**src/rtl/axis_adc_dec_pkg.sv**
```systemverilog
// Shared constants, state encoding and the shift/saturate helper for the
// boxcar-average ADC decimator.
package axis_adc_dec_pkg;

  localparam int ADC_WIDTH   = 16;
  localparam int CNTR_WIDTH  = 16;
  localparam int ACC_WIDTH   = ADC_WIDTH + CNTR_WIDTH;
  localparam int SHIFT_WIDTH = 5;

  typedef enum logic {
    ST_IDLE  = 1'b0,
    ST_ACCUM = 1'b1
  } state_t;

  localparam logic signed [ACC_WIDTH-1:0] SAT_MAX = ACC_WIDTH'(2**(ADC_WIDTH-1) - 1);
  localparam logic signed [ACC_WIDTH-1:0] SAT_MIN = ACC_WIDTH'(-(2**(ADC_WIDTH-1)));

  // Arithmetic right shift of a block sum, clamped to the signed sample range.
  function automatic logic [ADC_WIDTH-1:0] shift_sat(
    input logic signed [ACC_WIDTH-1:0]   sum,
    input logic        [SHIFT_WIDTH-1:0] shift
  );
    logic signed [ACC_WIDTH-1:0] shifted;
    shifted = sum >>> shift;
    if (shifted > SAT_MAX) begin
      return SAT_MAX[ADC_WIDTH-1:0];
    end else if (shifted < SAT_MIN) begin
      return SAT_MIN[ADC_WIDTH-1:0];
    end else begin
      return shifted[ADC_WIDTH-1:0];
    end
  endfunction

endpackage

```
**src/rtl/adc_dec_channel.sv**
```systemverilog
// One decimator channel: running block accumulator, stage-1 block-sum register
// and the combinational shift/saturate that feeds the shared output register.
module adc_dec_channel
  import axis_adc_dec_pkg::*;
(
  input  logic                   i_clk,
  input  logic                   i_rst,
  input  logic                   i_clear,
  input  logic                   i_sample_en,
  input  logic                   i_last,
  input  logic [ADC_WIDTH-1:0]   i_sample,
  input  logic [SHIFT_WIDTH-1:0] i_shift,
  output logic [ADC_WIDTH-1:0]   o_result
);

  logic signed [ACC_WIDTH-1:0] r_acc;
  logic signed [ACC_WIDTH-1:0] r_stage1;
  logic signed [ACC_WIDTH-1:0] w_sum;

  assign w_sum = r_acc + ACC_WIDTH'($signed(i_sample));

  // NOTE: non-blocking assignments keep every register reading the pre-edge
  // values, so the final sample lands in stage 1 while the accumulator restarts.
  always_ff @(posedge i_clk or posedge i_rst) begin
    if (i_rst) begin
      r_acc    <= '0;
      r_stage1 <= '0;
    end else begin
      if (i_clear) begin
        r_acc <= '0;
      end else if (i_sample_en) begin
        r_acc <= i_last ? '0 : w_sum;
      end
      if (i_last) begin
        r_stage1 <= w_sum;
      end
    end
  end

  assign o_result = shift_sat(r_stage1, i_shift);

endmodule

```
**src/rtl/axis_adc_decimator.sv**
```systemverilog
// Boxcar-average decimator for the {chB,chA} ADC stream: block FSM and counter,
// two channel datapaths, AXIS output register with drop-and-flag overrun.
module axis_adc_decimator
  import axis_adc_dec_pkg::*;
(
  input  logic                   aclk,
  input  logic                   areset,
  input  logic                   cfg_enable,
  input  logic [CNTR_WIDTH-1:0]  cfg_ratio,
  input  logic [SHIFT_WIDTH-1:0] cfg_shift,
  input  logic                   s_axis_tvalid,
  input  logic [2*ADC_WIDTH-1:0] s_axis_tdata,
  output logic                   m_axis_tvalid,
  input  logic                   m_axis_tready,
  output logic [2*ADC_WIDTH-1:0] m_axis_tdata,
  output logic                   sts_overrun
);

  state_t                 r_state;
  logic                   r_en_q;
  logic [CNTR_WIDTH-1:0]  r_cnt;
  logic [CNTR_WIDTH-1:0]  r_ratio_q;
  logic [SHIFT_WIDTH-1:0] r_shift_q;
  logic                   r_s1_valid;
  logic [SHIFT_WIDTH-1:0] r_s1_shift;
  logic                   r_tvalid;
  logic [2*ADC_WIDTH-1:0] r_tdata;
  logic                   r_overrun;

  logic [CNTR_WIDTH-1:0]  w_ratio_eff;
  logic                   w_sample_en;
  logic                   w_last;
  logic                   w_en_rise;
  logic [ADC_WIDTH-1:0]   w_res_a;
  logic [ADC_WIDTH-1:0]   w_res_b;

  assign w_ratio_eff = (cfg_ratio == '0) ? CNTR_WIDTH'(1) : cfg_ratio;
  assign w_sample_en = (r_state == ST_ACCUM) && cfg_enable && s_axis_tvalid;
  assign w_last      = w_sample_en && (r_cnt == r_ratio_q - CNTR_WIDTH'(1));
  assign w_en_rise   = cfg_enable && !r_en_q;

  always_ff @(posedge aclk or posedge areset) begin
    if (areset) begin
      r_state   <= ST_IDLE;
      r_en_q    <= 1'b0;
      r_cnt     <= '0;
      r_ratio_q <= '0;
      r_shift_q <= '0;
    end else begin
      r_en_q <= cfg_enable;
      case (r_state)
        ST_IDLE: begin
          if (cfg_enable) begin
            r_state   <= ST_ACCUM;
            r_cnt     <= '0;
            r_ratio_q <= w_ratio_eff;
            r_shift_q <= cfg_shift;
          end
        end
        ST_ACCUM: begin
          if (!cfg_enable) begin
            r_state <= ST_IDLE;
            r_cnt   <= '0;
          end else if (w_last) begin
            // Config sampled on the final edge governs the block that starts next.
            r_cnt     <= '0;
            r_ratio_q <= w_ratio_eff;
            r_shift_q <= cfg_shift;
          end else if (s_axis_tvalid) begin
            r_cnt <= r_cnt + CNTR_WIDTH'(1);
          end
        end
        default: r_state <= ST_IDLE;
      endcase
    end
  end

  // Stage-1 sums travel with the shift of their own block, not the next one.
  always_ff @(posedge aclk or posedge areset) begin
    if (areset) begin
      r_s1_valid <= 1'b0;
      r_s1_shift <= '0;
    end else begin
      r_s1_valid <= w_last;
      if (w_last) begin
        r_s1_shift <= r_shift_q;
      end
    end
  end

  adc_dec_channel u_ch_a (
    .i_clk       (aclk),
    .i_rst       (areset),
    .i_clear     (!cfg_enable),
    .i_sample_en (w_sample_en),
    .i_last      (w_last),
    .i_sample    (s_axis_tdata[ADC_WIDTH-1:0]),
    .i_shift     (r_s1_shift),
    .o_result    (w_res_a)
  );

  adc_dec_channel u_ch_b (
    .i_clk       (aclk),
    .i_rst       (areset),
    .i_clear     (!cfg_enable),
    .i_sample_en (w_sample_en),
    .i_last      (w_last),
    .i_sample    (s_axis_tdata[2*ADC_WIDTH-1:ADC_WIDTH]),
    .i_shift     (r_s1_shift),
    .o_result    (w_res_b)
  );

  always_ff @(posedge aclk or posedge areset) begin
    if (areset) begin
      r_tvalid  <= 1'b0;
      r_tdata   <= '0;
      r_overrun <= 1'b0;
    end else begin
      if (w_en_rise) begin
        r_overrun <= 1'b0;
      end
      if (r_s1_valid) begin
        if (!r_tvalid || m_axis_tready) begin
          r_tvalid <= 1'b1;
          r_tdata  <= {w_res_b, w_res_a};
        end else begin
          // A drop on the enable-rise edge still flags: the later assignment wins.
          r_overrun <= 1'b1;
        end
      end else if (m_axis_tready) begin
        r_tvalid <= 1'b0;
      end
    end
  end

  assign m_axis_tvalid = r_tvalid;
  assign m_axis_tdata  = r_tdata;
  assign sts_overrun   = r_overrun;

endmodule

```
**config.mk**
```make
export PLATFORM = sky130hd
export DESIGN_NAME = axis_adc_decimator
export DESIGN_NICKNAME = d
export VERILOG_FILES = /design/src/rtl/axis_adc_dec_pkg.sv /design/src/rtl/adc_dec_channel.sv /design/src/rtl/axis_adc_decimator.sv
export SDC_FILE = /design/constraint.sdc
export NUM_CORES = 1
export LEC_CHECK = 0
export BUFFER_PORTS_ARGS = -buffer_cell sky130_fd_sc_hd__clkbuf_2
export CAP_MARGIN = 20
export CORE_MARGIN = 2
export CORE_UTILIZATION = 30
export DETAILED_ROUTE_END_ITERATION = 10
export PLACE_DENSITY = 0.51
export REMOVE_ABC_BUFFERS = 1
export SLEW_MARGIN = 5
export SYNTH_ARGS = -nofsm -noshare
export SYNTH_HDL_FRONTEND = slang
export SYNTH_SLANG_ARGS = --single-unit
```
**constraint.sdc**
```tcl
create_clock -name aclk -period 9.3 [get_ports aclk]
set_input_delay 1.395 -clock aclk [delete_from_list [all_inputs] [get_ports aclk]]
set_output_delay 1.395 -clock aclk [all_outputs]
set_load 0.005 [all_outputs]
```
* Word level (Yosys, flattened, before mapping)
Cells that the tools add are included.
** Operators by class
- Bitwise logic cells :: 1
- Shift operators :: 2
- Add/sub/neg operators :: 4
- Equality and inequality tests :: 7
- Reductions and logical operators :: 13
- Order comparisons :: 4
- Multiplexer cells :: 31
** Operators by type and width (count)
- 16-bit two-way mux :: 12
- 32-bit two-way mux :: 6
- 32-bit by 16-bit adder with 32-bit output :: 2
- 32-bit by 16-bit > comparator with 1-bit output, second input constant :: 2
- 32-bit by 16-bit less-than comparator with 1-bit output, second input constant :: 2
- 16-bit one-hot mux with 2 select lines :: 2
- 32-bit by 5-bit >>> shifter with 32-bit output :: 2
- 16-bit by 1-bit adder with 16-bit output, second input constant :: 1
- 16-bit equality test :: 1
- 16-bit logical NOT :: 1
- 16-bit by 1-bit subtractor with 16-bit output, second input constant :: 1
- 5-bit two-way mux :: 3
- 5-bit one-hot mux with 2 select lines :: 1
- 1-bit two-way mux :: 7
- 2-bit by 1-bit inequality test with 1-bit output, second input constant :: 3
- 2-bit AND reduction :: 3
- 1-bit logical AND :: 4
- 2-bit inequality test, second input constant :: 2
- 4-bit by 3-bit inequality test with 1-bit output, second input constant :: 1
- 3-bit AND reduction :: 1
- 1-bit logical NOT :: 2
- 2-bit nonzero test :: 1
- 1-bit logical OR :: 1
- 1-bit inverter :: 1
** Storage, ports and cells
- Register bits after elaboration :: 207

* Depth between registers and ports, before layout
Gate-level depths: netlist of the first run.
- Depth after elaboration :: 6
- Gate-level depth with buffers :: 13

* Hierarchy
From an unflattened synthesis of the first run, not the netlist that was laid out.
** Unflattened totals
- Cells, all modules :: 1674
- Area total of the unflattened synthesis :: 16106.7 µm²
** Modules (own cells, without submodules)
- adc_dec_channel :: area each 6138.4 µm², cells each 676, instances 2
- axis_adc_decimator :: area each 3829.9 µm², cells each 322, instances 1

* Worst setup path before layout of the first run
Ideal clock, no wire load.
- Path kind :: input -> register
- Start point :: input port s_axis_tdata[17]
- End point :: register u_ch_b.r_stage1[29]
- Arrival time :: 3.774 ns
- Path slack :: 5.401 ns
- Library setup time :: 0.125 ns
- Data required time :: 9.175 ns
- Stages :: 10
- Buffers on the path :: 0
- Path through :: ha_1 -> a211o_1 -> a2111oi_2 -> a2bb2oi_1 -> o211ai_1 -> a21oi_1 -> o21ai_0 -> a31oi_1 -> xnor2_1 -> mux2_2
** Between the ends
- Cells in the longest elaborated chain, start to end :: 1
** RTL lines
- from (decl) :: RTL line axis_adc_decimator.sv:12 : input logic [2*ADC_WIDTH-1:0] s_axis_tdata,
- 32-bit by 16-bit adder with 32-bit output :: RTL line adc_dec_channel.sv:20 : assign w_sum = r_acc + ACC_WIDTH'($signed(i_sample));
- to (signal assigned) :: RTL line adc_dec_channel.sv:35 : r_stage1 <= w_sum;
- to (decl) :: RTL line adc_dec_channel.sv:17 : logic signed [ACC_WIDTH-1:0] r_stage1;
Every way passes these cells.
A chain may end at the register's enable or synchronous reset.

* Final worst setup path of the first run
- Start point :: register r_s1_shift[1]
- End point :: register r_tdata[4], in the netlist m_axis_tdata[4]
** Between the ends
- Cells in the longest elaborated chain, start to end :: 4
** RTL lines
- from (decl) :: RTL line axis_adc_decimator.sv:25 : logic [SHIFT_WIDTH-1:0] r_s1_shift;
- from (signal assigned) :: RTL line axis_adc_decimator.sv:86 : r_s1_shift <= r_shift_q;
- 32-bit by 5-bit >>> shifter with 32-bit output (*) :: RTL line axis_adc_dec_pkg.sv:24 : shifted = sum >>> shift;
- 32-bit by 16-bit less-than comparator with 1-bit output :: RTL line axis_adc_dec_pkg.sv:27 : end else if (shifted < SAT_MIN) begin
- 16-bit two-way mux :: RTL line axis_adc_dec_pkg.sv:27
- 16-bit two-way mux (*) :: RTL line axis_adc_dec_pkg.sv:25 : if (shifted > SAT_MAX) begin
- to (signal assigned) :: RTL line axis_adc_decimator.sv:125 : r_tdata <= {w_res_b, w_res_a};
- to (decl) :: RTL line axis_adc_decimator.sv:27 : logic [2*ADC_WIDTH-1:0] r_tdata;
Mark *: on every way between the ends. The rest lies on a longest branch, timed or not.

==> metrics, run 1 <==
top cell types by occurrence after synthesis dfrtp_1 (206), a21oi_1 (117), nor2_1 (114), mux2_2 (105), nand2_1 (79); clock group share of total power 46.4%; launch instance of the worst register-to-register path r_s1_shift[1]; cell family contributing the most delay on the critical path compound AO/OA/AOI/OAI gates; sequential fraction of design power 38.3%; accumulated negative setup slack 0 ps; total length of routed wires 39,600 um; Antenna Cells 0; critical path startpoint r_s1_shift[1]; number of clock sinks 206; worst-case vdd ir drop 0.116 mV; final count of negative-setup-slack endpoints 0; row cnt between 80 and 90; Layout Nets 1,645; CTS buffer count 27; Clock Latency Late Sink about 540 ps; share of total power in combinational logic 15.3%; number of global-route vias before repair between 10,000 and 15,000; clock transition at the registers of the reported paths roughly 60 ps; total of warnings raised by yosys 0; buffers inserted during post-CTS setup optimization 0; maximum number of pins on one net before global-route repair 79; number of design rule violations left after detail routing 0; core region area 0.0491 mm^2; Boundary Pins 92; net switching share of the total power a little over a quarter; required arrival time at the worst endpoint 9720 ps; highest fanout seen on the critical path 46; RSZ-0062 raised after global routing false; area used by multi-input combinational logic 0.00925 mm^2; clock tree from TritonCTS done; number of standard cells after synthesis 1,481; cell-by-cell listing of the critical path buf_4, mux2_2, o21ai_0, o21ai_0, o21ai_0, nor4_1, a311oi_2, nor2_1, o22a_1; count of fill cells added during filler insertion 4,993; first-pass GRT wire length between 60,000 and 70,000 um; DRT iter0 DRCs 905; area added between synthesis and finish 13.6%; per-cell via count in the routed design 5.39; count of cell instances traversed by the critical path 9; first-pass iteration count of the detailed router 7; terminus of the critical flop-to-flop path m_axis_tdata[4]; type of the worst setup path reg -> reg; number of cell instances on the worst register-to-register path 9; Longest Clk Path Bufs 3; starting utilization of the core area about 30%; Achievable Freq between 200 and 250 MHz; Remaining Overflow, GRT 0; switching power summed over all nets 687 uW; count of unique library cells instantiated by Yosys 75; total routing usage reported by global routing 15.6%; detailed-route via count 11,888; number of H-tree levels 1; critical path buffer and inverter count 1; Synth area leader dfrtp_1; Die W 227 um; biggest cell delay along the critical path between 900 and 1000 ps; Synth area leaders dfrtp_1 (35%), mux4_2 (8.3%), mux2_2 (7.9%); Worst path most repeated cell o21ai_0; minimum clock period after layout 4260 ps; number of max-cap violations 0; final cycle utilization of the critical path 45.8%; area enclosed by the die boundary 0.0516 mm^2; Leakage Power 7.51 nW; type of destination of the critical path flop; fraction of synthesized cell area taken by the top area cell type about 35%; antenna violations before repair 0; total area of sequential cells approximately 0.0052 mm^2; count of antenna-violating nets left after detailed routing 0; tightest slew margin relative to the limit 27.9%; standard cell with the maximum stage delay on the critical path a311oi_2; number of hold-slack violations in the final timing report 0; wire length per cell after detailed routing 18.0 um; number of cells upsized or downsized after cts 0; worst path arrival time 4680 ps; post-synthesis sequential area ratio 34.5%; status completed; most common flop cell mapped by yosys dfrtp_1; root buffer cell clkbuf_16; kind of start point of the critical path flop; number of enable flip-flop cells after synthesis 0; synthesized cell area around 0.015 mm^2; worst hold path type reg -> reg; Max Clock Skew 12.5 ps; half-perimeter wire length after detailed placement 27,800 um; minimum setup slack among reg-to-reg paths 5040 ps; fraction of synthesis flops using an asynchronous set or reset pin 100%; register bit total from synthesis 206; end point of the critical path m_axis_tdata[4]; share of cells above drive strength 1 22.0%; worst slew pin tran roughly 1100 ps; Final Max Tran Viols 0; PortBufs 91; Pwr per Cell Area 149 mW/mm^2; number of placed instances with taps included 2,155; fin cells 2,205; last weighted congestion value of the routability-driven placer 0.829; cell with the most instances after synthesis dfrtp_1; P_int 1.84 mW; number of hold-repair buffers added at the cts stage 0; die boundary height 227 um; post-synthesis average cell area around 10 um^2
[power by group through the flow]
stage	combinational [mW]	sequential, mW	clock, mW
2_1_floorplan	0.290	0.975	0
3_3_place_gp	0.383	0.983	0
3_5_place_dp	0.388	0.983	0
4_1_cts	0.391	0.968	1.21
5_1_grt	0.436	0.974	1.25
6_report	0.387	0.968	1.17
[flip-flops by register name (all words and copies together), names as in the netlist]
signal / cells
r_cnt: 16
r_shift_q: 5
r_s1_shift: 5
r_ratio_q: 16
u_ch_b.r_acc: 32
m_axis_tdata: 32
r_s1_valid: 1
sts_overrun: 1
u_ch_b.r_stage1: 32
m_axis_tvalid: 1
u_ch_a.r_acc: 32
r_en_q: 1
u_ch_a.r_stage1: 32
[metal layers]
layer	up-vias	share of wire [%]	global-route usage, %
met5	-	0	0
met4	0	2.3	3.69
met3	47	5.0	2.71
met2	248	43	23.0
met1	5890	50	23.5
li1	5703	-	-
[through the flow]
stage | instance area (um^2) | util, % | worst slack (ps) | power (mW) | hold WS (ps)
6_report | 17000 | 34.6 | 5040 | 2.53 | 480
5_1_grt | 17000 | 34.6 | 4650 | 2.66 | 507
4_1_cts | 16900 | 34.5 | 5030 | 2.57 | 478
3_5_place_dp | 15900 | 32.5 | 4720 | 1.37 | 454
3_3_place_gp | 15900 | 32.5 | 4790 | 1.37 | 451
2_1_floorplan | 14500 | - | 2280 | 1.26 | 428
[cells in the final DEF, fill, tap and decap left out, types with 21 or more instances in the layout]
cell and count:
nand3_1 35, nor2_1 113, ha_1 64, clkbuf_2 91
dfrtp_1 202, o21ai_0 64, mux2i_1 53, a21oi_1 117
xor2_1 32, nor2b_1 23, o22a_1 30, xnor2_1 48
clkbuf_16 27, mux4_2 55, inv_1 30, a211oi_1 21
a21o_1 31, nand2_1 79, mux2_2 105, a22o_1 65
[cells by family after synthesis]
group                    Yosys count  synth area share (%)
XOR/XNOR                          80                  4.69
buffers and inverters            126                  3.66
AO/OA/AOI/OAI                    426                  19.4
AND/OR/NAND/NOR                  360                  11.8
multiplexers                     217                  20.3
flip-flops                       206                  34.5
adder cells (fa/ha/maj)           66                  5.63
[worst min-delay path by stage]
stage | startpoint | to | cells past startpoint
finish | r_s1_valid | m_axis_tvalid | 2
global route | r_shift_q[4] | r_s1_shift[4] | 2
CTS | r_s1_valid | m_axis_tvalid | 2
detailed placement | r_s1_valid | m_axis_tvalid | 2
global placement | r_shift_q[0] | r_s1_shift[0] | 2
floorplan | r_s1_valid | m_axis_tvalid | 2
[layout make-up]
type                    instances  share of cell area, %
multi-input cells            1149                   54.6
clock buffers                  33                   4.47
flip-flops and latches        206                   30.5
inverters                      32                  0.753
clock inverters                16                   1.46
well taps                     664                   4.90
repair buffers                105                   3.35
[worst register-to-register path, cell delays in order (launching register included)]
cell and delay (ps):
dfrtp_4 770, buf_4 570, mux2_2 440, o21ai_0 330, o21ai_0 170, o21ai_0 370, nor4_1 130, a311oi_2 950
nor2_1 200, o22a_1 220
(Power assumes the default switching activity.)
==> run 2: changes to the inputs <==
--- a/config.mk
+++ b/config.mk
@@ -10,7 +10,7 @@
 export CORE_MARGIN = 2
 export CORE_UTILIZATION = 30
 export DETAILED_ROUTE_END_ITERATION = 10
-export PLACE_DENSITY = 0.51
+export PLACE_DENSITY = 0.53
 export REMOVE_ABC_BUFFERS = 1
 export SLEW_MARGIN = 5
 export SYNTH_ARGS = -nofsm -noshare
==> constraint.sdc (replaced) <==
create_clock -name aclk -period 3.7 [get_ports aclk]
set_input_delay 0.555 -clock aclk [delete_from_list [all_inputs] [get_ports aclk]]
set_output_delay 0.555 -clock aclk [all_outputs]
set_load 0.005 [all_outputs]
==> run 2 against run 1 <==
  * Worst hold slack got worse by 380 ps
  * Sequential share of layout area fell by 0.45 points
  * Global-route usage fell by 0.14 points
  * Cell count rose by 1.4%
  * Critical path type unchanged
  * Highest routed layer unchanged
==> metrics, run 2 (synthesized netlist as in run 1, its figures left out) <==
status completed; P_int 4.58 mW; net switching share of the total power between 20% and 30%; worst slew pin tran 875 ps; accumulated negative setup slack 0 ps; tightest slew margin relative to the limit 41.7%; number of cells upsized or downsized after cts 0; Post-DP Area 0.0162 mm^2; core region area 0.0491 mm^2; first-pass iteration count of the detailed router 5; die boundary height roughly 230 um; number of hold-slack violations in the final timing report 0; number of global-route vias before repair around 11,000; Longest Clk Path Bufs 3; worst path arrival time 3820 ps; PortBufs 91; wire length per cell after detailed routing between 15 and 20 um; share of total power in combinational logic 15.7%; number of design rule violations left after detail routing 0; total length of routed wires 39,700 um; cell-by-cell listing of the critical path nor4_1, mux2i_1, nand3_1, or4_1, nor4_1, a41oi_1, buf_4, o22a_1; PnR Total Power 6.29 mW; minimum setup slack among reg-to-reg paths around 320 ps; highest fanout seen on the critical path 30; Clock Latency Late Sink 560 ps; Leakage Power about 7.7 nW; clock transition at the registers of the reported paths 60 ps; final count of negative-setup-slack endpoints 0; area enclosed by the die boundary 0.0516 mm^2; Pwr per Cell Area 366 mW/mm^2; Max Clock Skew roughly 18 ps; Die W 227 um; Worst path most repeated cell nor4_1; buffers inserted during post-CTS setup optimization 0; root buffer cell clkbuf_16; leading cell type in the layout, fill and taps excluded dfrtp_1; hold slack 101 ps; standard cell with the maximum stage delay on the critical path dfrtp_4; per-cell via count in the routed design 5.34; biggest cell delay along the critical path 660 ps; number of hold-repair buffers added at the cts stage 0; Boundary Pins around 90; share of cells above drive strength 1 23.4%; number of clock sinks 206; worst hold path type in -> async; type of the worst setup path reg -> reg; Achievable Freq 296 MHz; minimum clock period after layout between 3000 and 4000 ps; clock tree from TritonCTS done; RSZ-0062 raised after global routing false; Final Max Tran Viols 0; last weighted congestion value of the routability-driven placer 0.862; first-pass GRT wire length 64,200 um; clock group share of total power 45.6%; final instance area 0.0172 mm^2; type of destination of the critical path flop; detailed-route via count 11,937; commonest cells after routing, fill and taps aside dfrtp_1 (202), a21oi_1 (117), nor2_1 (113); CTS buffer count 26; Layout Nets around 1,700; final cycle utilization of the critical path between 90% and 100%; sequential fraction of design power 38.6%; total routing usage reported by global routing roughly 15%; half-perimeter wire length after detailed placement 29,000 um; required arrival time at the worst endpoint 4130 ps; row cnt a little over 80; final core utilization 35.1%; antenna violations before repair 1; number of max-cap violations 0; Remaining Overflow, GRT 0; DRT iter0 DRCs around 950; number of H-tree levels 1; switching power summed over all nets approximately 1.7 mW; starting utilization of the core area 30.4%; area added between synthesis and finish 15.3%; maximum number of pins on one net before global-route repair around 100; count of fill cells added during filler insertion ~5,000; kind of start point of the critical path flop; count of antenna-violating nets left after detailed routing 0; worst-case vdd ir drop 0.319 mV
-- run 2: cell types whose count changed in the layout (fill, tap and decap cells not counted), sizes merged --
cell      delta
buf         +31
clkinv       +3
clkbuf       -2
clkinvlp     -2
diode        +1
inv          -1
-- run 2: path summary, 6_finish.rpt --
| kind | startpoint | cells after the start | endpoint |
|---|---|---|---|
| worst max-delay path | r_s1_shift[0] | 8 | m_axis_tdata[29] |
| worst min-delay path | areset | 2 | sts_overrun |
| worst max register to register | r_s1_shift[0] | 8 | m_axis_tdata[29] |
| worst min register to register | r_shift_q[0] | 2 | r_s1_shift[0] |
| max in group asynchronous | areset | 3 | r_s1_shift[1] |
| min in group aclk | cfg_enable | 1 | r_en_q |
-- run 2: cell type report --
cell class | instances | area [um^2] | share of cell area, %
inverters | 32 | 128 | 0.742
clock inverters | 16 | 254 | 1.48
repair buffers | 136 | 851 | 4.95
multi-input cells | 1149 | 9250 | 53.8
clock buffers | 31 | 721 | 4.19
flip-flops and latches | 206 | 5170 | 30.0
diodes | 1 | 2.50 | 0.0145
well taps | 664 | 831 | 4.83
-- run 2: worst max-delay path: cells and delay by family, from the launching register on --
family                 cells  cell delay [ps]
flip-flops                 1              660
buffers and inverters      1              260
AND/OR/NAND/NOR            4             1490
AO/OA/AOI/OAI              2              470
multiplexers               1              370
-- run 2: power by group through the flow --
stage / clock [mW] / sequential (mW) / combinational, mW
2_1_floorplan: 0 / 2.45 / 0.728
3_3_place_gp: 0 / 2.47 / 0.981
3_5_place_dp: 0 / 2.47 / 0.992
4_1_cts: 2.96 / 2.43 / 0.997
5_1_grt: 3.05 / 2.44 / 1.11
6_report: 2.87 / 2.43 / 0.989
-- run 2: per-stage QoR --
stage	cells	setup slack (ps)
after global routing	2234	90.9
after global placement	2185	166
after detailed placement	2186	99.6
after CTS	2233	303
final	2235	320
after floorplan	1387	-2480
-- run 2: layer usage --
layer	up-vias	share of wire, %	GRT usage, %
li1	5762	-	-
met1	5860	50	23.5
met2	269	43	22.8
met3	46	5.3	2.62
met4	0	1.7	3.14
met5	-	0	0
==> run 3: changes to the inputs <==
--- a/config.mk
+++ b/config.mk
@@ -8,9 +8,9 @@
 export BUFFER_PORTS_ARGS = -buffer_cell sky130_fd_sc_hd__clkbuf_2
 export CAP_MARGIN = 20
 export CORE_MARGIN = 2
-export CORE_UTILIZATION = 30
+export CORE_UTILIZATION = 56
 export DETAILED_ROUTE_END_ITERATION = 10
-export PLACE_DENSITY = 0.53
+export PLACE_DENSITY = 0.83
 export REMOVE_ABC_BUFFERS = 1
 export SLEW_MARGIN = 5
 export SYNTH_ARGS = -nofsm -noshare
==> run 3 against run 2 <==
  * The run now ends with DRC left
  * Wire length fell by 4.7%
  * Cell area fell by 3.6%
  * Setup slack got worse by 130 ps
  * Sequential cell count did not move
  * Cell count fell by 15%
  * Sequential power barely moved
  * Non-clock buffer count fell by 9
  * Combinational power rose by 0.6%
  * Power fell by 6.0%
  * Clock-buffer cell count fell by 1
  * Global-route usage rose by 11 points
  * Sequential share of layout area rose by 1.1 points
==> metrics, run 3 (synthesized netlist as in run 1, its figures left out) <==
status finished, violations left; violated checks DRC; total length of routed wires 37,900 um; type of destination of the critical path flop; CTS buffer count 23; half-perimeter wire length after detailed placement 26,200 um; total routing usage reported by global routing 26.7%; Worst path most repeated cell buf_4; last weighted congestion value of the routability-driven placer just over 0.9; number of global-route vias before repair 12,244; Pwr per Cell Area 357 mW/mm^2; pre-CTS setup slack between 30 and 40 ps; highest fanout seen on the critical path 26; Leakage Power 7.54 nW; clock transition at the registers of the reported paths 60 ps; number of design rule violations left after detail routing 6; leading cell type in the layout, fill and taps excluded dfrtp_1; Final Max Tran Viols 0; PortBufs 91; count of antenna-violating nets left after detailed routing 0; Max Clock Skew 23.1 ps; tightest slew margin relative to the limit 27.3%; commonest cells after routing, fill and taps aside dfrtp_1 (202), a21oi_1 (117), nor2_1 (113); type of the worst setup path reg -> reg; RSZ-0062 raised after global routing false; worst-case vdd ir drop ~0.41 mV; row cnt 59; Post-DP Area 0.0157 mm^2; Remaining Overflow, GRT 0; die boundary height 167 um; accumulated negative setup slack 0 ps; Boundary Pins 92; worst slew pin tran 1090 ps; final core utilization 63.5%; Final Worst Setup Slack between 150 and 200 ps; biggest cell delay along the critical path 670 ps; Layout Nets 1,663; antenna violations before repair 0; detailed-route via count 12,326; Clock Latency Late Sink between 500 and 600 ps; per-cell via count in the routed design about 6.5; kind of start point of the critical path flop; critical path buffer and inverter count 2; required arrival time at the worst endpoint 4090 ps; final cycle utilization of the critical path 94.7%; starting utilization of the core area 57.1%; first-pass iteration count of the detailed router 8; area enclosed by the die boundary ~0.028 mm^2; first-pass GRT wire length between 60,000 and 70,000 um; PnR Total Power 5.92 mW; worst path arrival time 3900 ps; final count of negative-setup-slack endpoints 0; wire length per cell after detailed routing roughly 20 um; number of hold-slack violations in the final timing report 0; Die W 167 um; minimum clock period after layout 3510 ps; maximum number of pins on one net before global-route repair 92; number of max-cap violations 0; clock tree from TritonCTS done; area added between synthesis and finish 11.1%; cell-by-cell listing of the critical path buf_4, mux4_2, mux2_2, a21oi_1, nand4_1, nor4_1, a41oi_1, buf_4, o22a_1; final instance area 0.0166 mm^2; core region area around 0.026 mm^2; root buffer cell clkbuf_16; standard cell with the maximum stage delay on the critical path dfrtp_4; DRT iter0 DRCs approximately 1,300; Achievable Freq ~290 MHz; cell family contributing the most delay on the critical path multiplexers; Longest Clk Path Bufs 3; number of H-tree levels 1; share of cells above drive strength 1 approximately 23%; Antenna Cells 0; worst hold path type in -> async; number of clock sinks 206
## run 3: changes by cell type in the layout (fill, tap and decap cells not counted)
cell	change
buf_12	+1
buf_4	-10
bufinv_16	-2
clkbuf_1	+2
clkbuf_16	-4
clkbuf_8	+1
clkinv_2	-2
clkinv_4	-2
clkinvlp_4	+1
diode_2	-1
nor4_1	-1
nor4_2	+1
## run 3: report_power, final
group	switching, mW	internal [mW]
registers	0.0937	2.35
clock network	0.973	1.51
logic	0.576	0.419
## run 3: final timing paths
path                          startpoint                   to  slack [ps]  cells after the start
hold reg to reg               r_s1_valid        m_axis_tvalid         460                      2
hold / removal                    areset      u_ch_b.r_acc[4]         130                      2
min in group aclk             cfg_enable               r_en_q         240                      1
setup reg to reg           r_s1_shift[1]     m_axis_tdata[20]         190                      9
max in group asynchronous         areset  u_ch_a.r_stage1[12]        2710                      3
setup / recovery           r_s1_shift[1]     m_axis_tdata[20]         190                      9
## run 3: area by class of cell
cell class	count	area, um^2
Clock buffer	30	642
Clock inverter	11	174
Fill cell	2041	9550
Inverter	32	128
Multi-Input combinational cell	1149	9260
Sequential cell	206	5170
Tap cell	335	419
Timing Repair Buffer	127	796
## run 3: metrics by stage
stage / instances / hold WS, ps
floorplan: 1387 / 428
global placement: 1846 / 448
detailed placement: 1847 / 455
CTS: 1888 / 164
global route: 1890 / 187
finish: 1890 / 134
## run 3: layer usage
| layer | global-route usage, % | share of wire [%] | vias to the layer above |
|---|---|---|---|
| met5 | 0 | 0 | - |
| met2 | 42.7 | 46 | 485 |
| met4 | 6.65 | 2.1 | 0 |
| li1 | - | - | 5721 |
| met1 | 37.9 | 44 | 6056 |
| met3 | 4.77 | 7.5 | 64 |
## run 3: timing repair
| item | 4_1_cts | 5_1_grt |
|---|---|---|
| setup endpoints to repair | 0 | 15 |
| gates resized for setup | 0 | 1 |
| setup buffers | 0 | 2 |
| hold buffers | 0 | 0 |
| endpoints found under the hold margin | 0 | 0 |
